===== src/rtl/gtx_usrclk_monitor_if.sv =====
// Bundle between the usrclk monitor and its user: divided toggle inputs,
// loss-clear/readback controls, and the qualified-clock status outputs.
interface gtx_usrclk_monitor_if #(
  parameter int CHNL_NUM = 8,
  parameter int CNT_W    = 16
);
  localparam int SEL_W = $clog2(2 * CHNL_NUM);

  logic [CHNL_NUM-1:0] tx_clk_tog;
  logic [CHNL_NUM-1:0] rx_clk_tog;
  logic                clr_loss;
  logic [SEL_W-1:0]    cnt_sel;
  logic [CHNL_NUM-1:0] tx_clk_ok;
  logic [CHNL_NUM-1:0] rx_clk_ok;
  logic [CHNL_NUM-1:0] tx_loss;
  logic [CHNL_NUM-1:0] rx_loss;
  logic [CNT_W-1:0]    cnt_rd;
  logic                win_done;

  modport master (
    output tx_clk_tog, rx_clk_tog, clr_loss, cnt_sel,
    input  tx_clk_ok, rx_clk_ok, tx_loss, rx_loss, cnt_rd, win_done
  );

  modport slave (
    input  tx_clk_tog, rx_clk_tog, clr_loss, cnt_sel,
    output tx_clk_ok, rx_clk_ok, tx_loss, rx_loss, cnt_rd, win_done
  );
endinterface


===== src/rtl/gtx_usrclk_monitor.sv =====
// GTX usrclk health monitor: counts divided-clock toggle edges per fixed window
// in the system clock domain and qualifies each usrclk with a lock FSM.
module gtx_usrclk_monitor #(
  parameter int    CHNL_NUM = 8,
  parameter string BUFG_NUM = "single",
  parameter int    WIN_CYC  = 16000,
  parameter int    CNT_W    = 16,
  parameter int    EXP_CNT  = 1250,
  parameter int    TOL      = 8,
  parameter int    LOCK_WIN = 4
) (
  input  logic                clk,
  input  logic                rst,
  gtx_usrclk_monitor_if.slave mon
);
  localparam int NMON  = 2 * CHNL_NUM;
  localparam int SEL_W = $clog2(NMON);
  localparam int WIN_W = $clog2(WIN_CYC);
  localparam int CW1   = CNT_W + 1;
  localparam bit SINGLE = (BUFG_NUM == "single");

  localparam logic [CW1-1:0]      LO  = (EXP_CNT > TOL) ? CW1'(EXP_CNT - TOL) : '0;
  localparam logic [CW1-1:0]      HI  = CW1'(EXP_CNT + TOL);
  localparam logic [CNT_W-1:0]    SAT = '1;
  localparam logic [CHNL_NUM-1:0] RX_MASK = SINGLE ? CHNL_NUM'(1) : {CHNL_NUM{1'b1}};

  typedef enum logic [1:0] {ST_DOWN = 2'd0, ST_VERIFY = 2'd1, ST_UP = 2'd2} st_e;

  function automatic logic [CNT_W-1:0] sat_inc(input logic [CNT_W-1:0] v, input logic inc);
    if (inc && (v != SAT)) return v + 1'b1;
    return v;
  endfunction

  // A saturated count may hide any number of extra edges, so it never qualifies.
  function automatic logic in_window(input logic [CNT_W-1:0] c);
    logic [CW1-1:0] cx;
    cx = {1'b0, c};
    return (c != SAT) && (cx >= LO) && (cx <= HI);
  endfunction

  logic [WIN_W-1:0]    win_q;
  logic                done_q;
  logic                win_end;
  logic [CHNL_NUM-1:0] rx_used;
  logic [NMON-1:0]     tog;
  logic [CNT_W-1:0]    cnt_arr [NMON];
  logic [NMON-1:0]     ok_vec;
  logic [NMON-1:0]     loss_vec;

  assign win_end = (win_q == WIN_W'(WIN_CYC - 1));
  assign rx_used = mon.rx_clk_tog & RX_MASK;
  assign tog     = {rx_used, mon.tx_clk_tog};

  always_ff @(posedge clk or posedge rst) begin
    if (rst) begin
      win_q  <= '0;
      done_q <= 1'b0;
    end else begin
      win_q  <= win_end ? '0 : win_q + 1'b1;
      done_q <= win_end;
    end
  end

  // Monitors 0..CHNL_NUM-1 watch tx, CHNL_NUM..NMON-1 watch rx.
  for (genvar m = 0; m < NMON; m++) begin : g_mon
    logic [2:0]       sync_q;
    logic [CNT_W-1:0] edge_q;
    logic [CNT_W-1:0] edge_d;
    logic [CNT_W-1:0] cnt_q;
    logic [7:0]       good_q;
    st_e              st_q;
    logic             ok_q;
    logic             loss_q;
    logic             good;
    logic             set_loss;

    // The closing cycle's edge is folded in before the count is latched and judged.
    assign edge_d   = sat_inc(edge_q, sync_q[1] ^ sync_q[2]);
    assign good     = in_window(edge_d);
    assign set_loss = win_end && (st_q == ST_UP) && !good;

    always_ff @(posedge clk or posedge rst) begin
      if (rst) begin
        sync_q <= '0;
        edge_q <= '0;
        cnt_q  <= '0;
        good_q <= '0;
        st_q   <= ST_DOWN;
        ok_q   <= 1'b0;
        loss_q <= 1'b0;
      end else begin
        sync_q <= {sync_q[1:0], tog[m]};
        loss_q <= set_loss | (loss_q & ~mon.clr_loss);
        if (win_end) begin
          edge_q <= '0;
          cnt_q  <= edge_d;
          case (st_q)
            ST_DOWN: begin
              if (good) begin
                if (LOCK_WIN == 1) begin
                  st_q <= ST_UP;
                  ok_q <= 1'b1;
                end else begin
                  st_q   <= ST_VERIFY;
                  good_q <= 8'd1;
                end
              end
            end
            ST_VERIFY: begin
              if (!good) begin
                st_q   <= ST_DOWN;
                good_q <= '0;
              end else if (good_q + 8'd1 == 8'(LOCK_WIN)) begin
                st_q   <= ST_UP;
                ok_q   <= 1'b1;
                good_q <= '0;
              end else begin
                good_q <= good_q + 8'd1;
              end
            end
            ST_UP: begin
              if (!good) begin
                st_q <= ST_DOWN;
                ok_q <= 1'b0;
              end
            end
            default: begin
              st_q   <= ST_DOWN;
              ok_q   <= 1'b0;
              good_q <= '0;
            end
          endcase
        end else begin
          edge_q <= edge_d;
        end
      end
    end

    assign cnt_arr[m]  = cnt_q;
    assign ok_vec[m]   = ok_q;
    assign loss_vec[m] = loss_q;
  end

  assign mon.tx_clk_ok = ok_vec[CHNL_NUM-1:0];
  assign mon.tx_loss   = loss_vec[CHNL_NUM-1:0];
  assign mon.rx_clk_ok = SINGLE ? {CHNL_NUM{ok_vec[CHNL_NUM]}}   : ok_vec[NMON-1:CHNL_NUM];
  assign mon.rx_loss   = SINGLE ? {CHNL_NUM{loss_vec[CHNL_NUM]}} : loss_vec[NMON-1:CHNL_NUM];
  assign mon.win_done  = done_q;

  logic [SEL_W-1:0] rd_sel;
  logic [CNT_W-1:0] rd_d;
  logic [CNT_W-1:0] rd_q;

  // Any in-range rx select folds onto rx ch0 when only that channel is monitored.
  always_comb begin
    rd_sel = mon.cnt_sel;
    if (SINGLE && (int'(mon.cnt_sel) >= CHNL_NUM) && (int'(mon.cnt_sel) < NMON))
      rd_sel = SEL_W'(CHNL_NUM);
    rd_d = '0;
    for (int m = 0; m < NMON; m++)
      if (int'(rd_sel) == m) rd_d = cnt_arr[m];
  end

  always_ff @(posedge clk or posedge rst) begin
    if (rst) rd_q <= '0;
    else     rd_q <= rd_d;
  end

  assign mon.cnt_rd = rd_q;
endmodule


===== src/flat_wrapper.sv =====
// flat-port wrapper written by rule: the top's interface ports become plain ports
module gtx_usrclk_monitor_flat 
#(
  parameter int    CHNL_NUM = 8,
  parameter string BUFG_NUM = "      ",
  parameter int    WIN_CYC  = 16000,
  parameter int    CNT_W    = 16,
  parameter int    EXP_CNT  = 1250,
  parameter int    TOL      = 8,
  parameter int    LOCK_WIN = 4
)
  (clk, rst, mon_tx_clk_tog, mon_rx_clk_tog, mon_clr_loss, mon_cnt_sel, mon_tx_clk_ok, mon_rx_clk_ok, mon_tx_loss, mon_rx_loss, mon_cnt_rd, mon_win_done);
  gtx_usrclk_monitor_if #(.CHNL_NUM(CHNL_NUM), .CNT_W(CNT_W)) mon_i ();
  input  logic clk;
  input  logic rst;
  input wire logic [$bits(mon_i.tx_clk_tog)-1:0] mon_tx_clk_tog;
  input wire logic [$bits(mon_i.rx_clk_tog)-1:0] mon_rx_clk_tog;
  input wire logic [$bits(mon_i.clr_loss)-1:0] mon_clr_loss;
  input wire logic [$bits(mon_i.cnt_sel)-1:0] mon_cnt_sel;
  output wire logic [$bits(mon_i.tx_clk_ok)-1:0] mon_tx_clk_ok;
  output wire logic [$bits(mon_i.rx_clk_ok)-1:0] mon_rx_clk_ok;
  output wire logic [$bits(mon_i.tx_loss)-1:0] mon_tx_loss;
  output wire logic [$bits(mon_i.rx_loss)-1:0] mon_rx_loss;
  output wire logic [$bits(mon_i.cnt_rd)-1:0] mon_cnt_rd;
  output wire logic [$bits(mon_i.win_done)-1:0] mon_win_done;
  assign mon_i.tx_clk_tog = mon_tx_clk_tog;
  assign mon_i.rx_clk_tog = mon_rx_clk_tog;
  assign mon_i.clr_loss = mon_clr_loss;
  assign mon_i.cnt_sel = mon_cnt_sel;
  assign mon_tx_clk_ok = mon_i.tx_clk_ok;
  assign mon_rx_clk_ok = mon_i.rx_clk_ok;
  assign mon_tx_loss = mon_i.tx_loss;
  assign mon_rx_loss = mon_i.rx_loss;
  assign mon_cnt_rd = mon_i.cnt_rd;
  assign mon_win_done = mon_i.win_done;
  gtx_usrclk_monitor #(.CHNL_NUM(CHNL_NUM), .BUFG_NUM(BUFG_NUM), .WIN_CYC(WIN_CYC), .CNT_W(CNT_W), .EXP_CNT(EXP_CNT), .TOL(TOL), .LOCK_WIN(LOCK_WIN)) u_core (.clk(clk), .rst(rst), .mon(mon_i));
endmodule

===== config.mk =====
export PLATFORM = sky130hd
export DESIGN_NAME = gtx_usrclk_monitor_flat
export DESIGN_NICKNAME = d
export VERILOG_FILES = /design/src/rtl/gtx_usrclk_monitor_if.sv /design/src/rtl/gtx_usrclk_monitor.sv /design/src/flat_wrapper.sv
export SDC_FILE = /design/constraint.sdc
export NUM_CORES = 2
export LEC_CHECK = 0
export ABC_AREA = 0
export CORE_MARGIN = 8
export CORE_UTILIZATION = 61
export DETAILED_ROUTE_END_ITERATION = 10
export PLACE_DENSITY = 0.86
export SLEW_MARGIN = 20
export SYNTH_ARGS = -nofsm -noshare
export SYNTH_HDL_FRONTEND = slang
export SYNTH_SLANG_ARGS = --single-unit

===== constraint.sdc =====
create_clock -name clk -period 38 [get_ports clk]
set_input_delay 7.6 -clock clk [delete_from_list [all_inputs] [get_ports clk]]
set_output_delay 7.6 -clock clk [all_outputs]
set_load 0.05 [all_outputs]

==> metrics.csv <==
metric;value;unit
status;finished, final reports clean;
drt initial violations;3711;
Die W;275.4;µm
Mapped Nets;4547;
Pwr Density;49.10;nW/µm²
Synth Instances;4483;
antenna-violating nets left;0;
post-synth cell types;105;
Avg WL per Cell;20.14;µm
Post-synth ARST share;100.0;%
synthesized flop and latch total;783;
reg-to-reg startpoint;u_core.win_q[0];
drt via density;6.371;
DP Wirelength;74870;µm
reg2reg path depth;10;
Clock Sinks;783;
endpoints failing setup;0;
vias in the first global route;31930;
Core ar.;66920;µm²
final hold viol count;0;
top post-synthesis cells by count;dfrtp_1, nand2_1, nor2_1;
post-synth top area share;47.72;%
height of the die;275.4;µm
count leader, synth;dfrtp_1;
Area contributors post-synth;dfrtp_1, nand2_1, o21ai_0;
Yosys Warn Count;0;
Post-synth EDFFs;0;
first-pass GRT wire length;172600;µm
Clk Latency, worst-skew pair;0.65;ns
clock-pin slew on the worst setup and hold paths;0.06;ns
Worst R2R End;u_core.g_mon[5].good_q[1];
sequential area share after synthesis;47.72;%
cell area after synthesis;41060;µm²
Clock Tree Buf Depth;3;
Starting Density;61.36;%
CP endpoint kind;asynchronous set/reset pin;
IO Count;72;
Synth-to-Final Area Change;8.886;%
setup slack, reg-to-reg;33.05;ns
largest area contributor in the netlist;dfrtp_1;
layout net count;4474;
layout cell share with drive strength beyond 1;6.099;%
top_reg_cell synth;dfrtp_1;
cells resized by post-CTS repair;0;
full die area;75870;µm²
Arr. time, crit path;11.53;ns
period utilization;28.71;%
Max Freq;91.65;MHz
Max-Cap Viols;0;
number of remaining DRC errors;0;
post-route minimum period;10.91;ns
clk root buf;clkbuf_16;
Slew headroom;28.09;%
crit-path max FO;181;
Pins Over Slew Limit;0;
H-tree levels;3;
largest net degree at the start of global routing;182;
IO Port Bufs;71;
vias;34090;
Total Wirelength;107800;µm
CP Class;in2async;
TNS Setup;0;ns
maximum vdd drop;0.03116;mV
row cnt;95;
crit path launch type;input pin;
Critical Path RT;38.62;ns
CTS Buf Count;80;
final instance area;44710;µm²
Worst Setup SP;rst;
antenna violations before repair;0;
worst slew pin tran;1.065;ns
hold-fix buffers at CTS;0;
CTS tree;yes;
First-pass DRT Iterations;6;
Routability Congestion;0.9522;
crit path capture;u_core.g_mon[5].edge_q[4];
Fin Clk Skew;0.02949;ns
Avg Inst Size Synth;9.159;µm²
LEAKAGE;0.01866;µW
placed inst area;41970;µm²
gr usage total;28.25;%
class of the worst hold path;reg2reg;
total global routing overflow;0;
Post-CTS Setup Inserts;0;
RSZ-0062 raised after global routing;no;
critical path, cell delays in order:
cell	delay, ns
clkdlybuf4s50_1	0.49
inv_8	0.64
buf_4	0.83
buf_4	0.86
buf_12	0.68
registers in the layout (all words and copies together), names as in the netlist, 16 cells and up:
| name | cells |
|---|---|
| u_core.g_mon.cnt_q | 256 |
| u_core.g_mon.ok_q | 16 |
| u_core.g_mon.st_q | 32 |
| u_core.g_mon.edge_q | 256 |
| u_core.g_mon.sync_q | 48 |
| u_core.g_mon.loss_q | 16 |
| u_core.mon.cnt_rd | 16 |
| u_core.g_mon.good_q | 128 |
cells by family (layout without fill, tap and decap cells):
group	after synthesis	in the layout	share of synthesized area (%)
buffers and inverters	363	356	3.751
other	0	1	0
flip-flops	783	783	47.72
AO/OA/AOI/OAI	1068	1068	16.43
multiplexers	106	106	3.306
AND/OR/NAND/NOR	1866	1866	22.07
XOR/XNOR	256	256	5.479
adder cells (fa/ha/maj)	41	41	1.249
placed cells by master, fill, tap and decap left out, drive strengths merged, types with 48 or more instances in the layout:
cell | Yosys | routed
nor2 | 445 | 445
nor4 | 48 | 48
a21oi | 200 | 200
dfrtp | 783 | 783
o21ai | 420 | 420
inv | 113 | 120
and3 | 54 | 54
nand4 | 76 | 76
nand2 | 564 | 564
mux2i | 58 | 58
xnor2 | 147 | 147
clkdlybuf4s50 | 0 | 69
nand3 | 215 | 215
clkbuf | 190 | 114
nor3 | 183 | 183
o2bb2ai | 62 | 62
xor2 | 109 | 109
metrics by stage:
step / utilization, % / setup WS [ns] / hold WS (ns) / total power [µW] / std cells
detailed placement: 62.71 / 26.35 / 0.3347 / 1382 / 5201
CTS: 66.81 / 27.06 / 0.3352 / 2199 / 5349
global placement: 62.71 / 26.40 / 0.3325 / 1369 / 5201
finish: 66.81 / 27.09 / 0.3410 / 2195 / 5350
global route: 66.81 / 26.53 / 0.3445 / 2294 / 5349
floorplan: - / 8.417 / 0.3312 / 1277 / 4483
worst min path at each step:
stage                               start                    endpoint  slack [ns]  cells past startpoint
2_1_floorplan   u_core.g_mon[0].sync_q[0]   u_core.g_mon[0].sync_q[1]        0.33                      0
3_3_place_gp    u_core.g_mon[0].sync_q[0]   u_core.g_mon[0].sync_q[1]        0.33                      0
3_5_place_dp   u_core.g_mon[13].sync_q[0]  u_core.g_mon[13].sync_q[1]        0.33                      0
4_1_cts        u_core.g_mon[13].sync_q[0]  u_core.g_mon[13].sync_q[1]        0.34                      0
5_1_grt        u_core.g_mon[13].sync_q[0]  u_core.g_mon[13].sync_q[1]        0.34                      0
6_report        u_core.g_mon[1].sync_q[0]   u_core.g_mon[1].sync_q[1]        0.34                      0
layer usage:
layer	global-route usage, %	up-vias	wire length [µm]
li1	-	15930	-
met1	38.18	16680	45050
met2	44.62	1221	49860
met3	4.686	254	7528
met4	13.15	0	5325
met5	0	-	0
power breakdown:
part | leakage (µW) | switching (µW) | total [µW] | internal (µW)
Clock | 0.00134 | 343 | 815 | 472
Combinational | 0.00670 | 249 | 396 | 147
Sequential | 0.0106 | 91.5 | 984 | 893
Total | 0.0187 | 683 | 2200 | 1510
cell type report:
cell class | count | area (µm²)
multi-input combinational | 3337 | 19940
clock inverter | 34 | 377.9
fill | 5142 | 22210
inverter | 114 | 442.9
tap | 873 | 1092
clock buffer | 114 | 2362
sequential | 783 | 19590
timing repair buffer | 94 | 900.9
antenna | 1 | 2.502
Note: power is estimated with default switching activity, not from simulation.
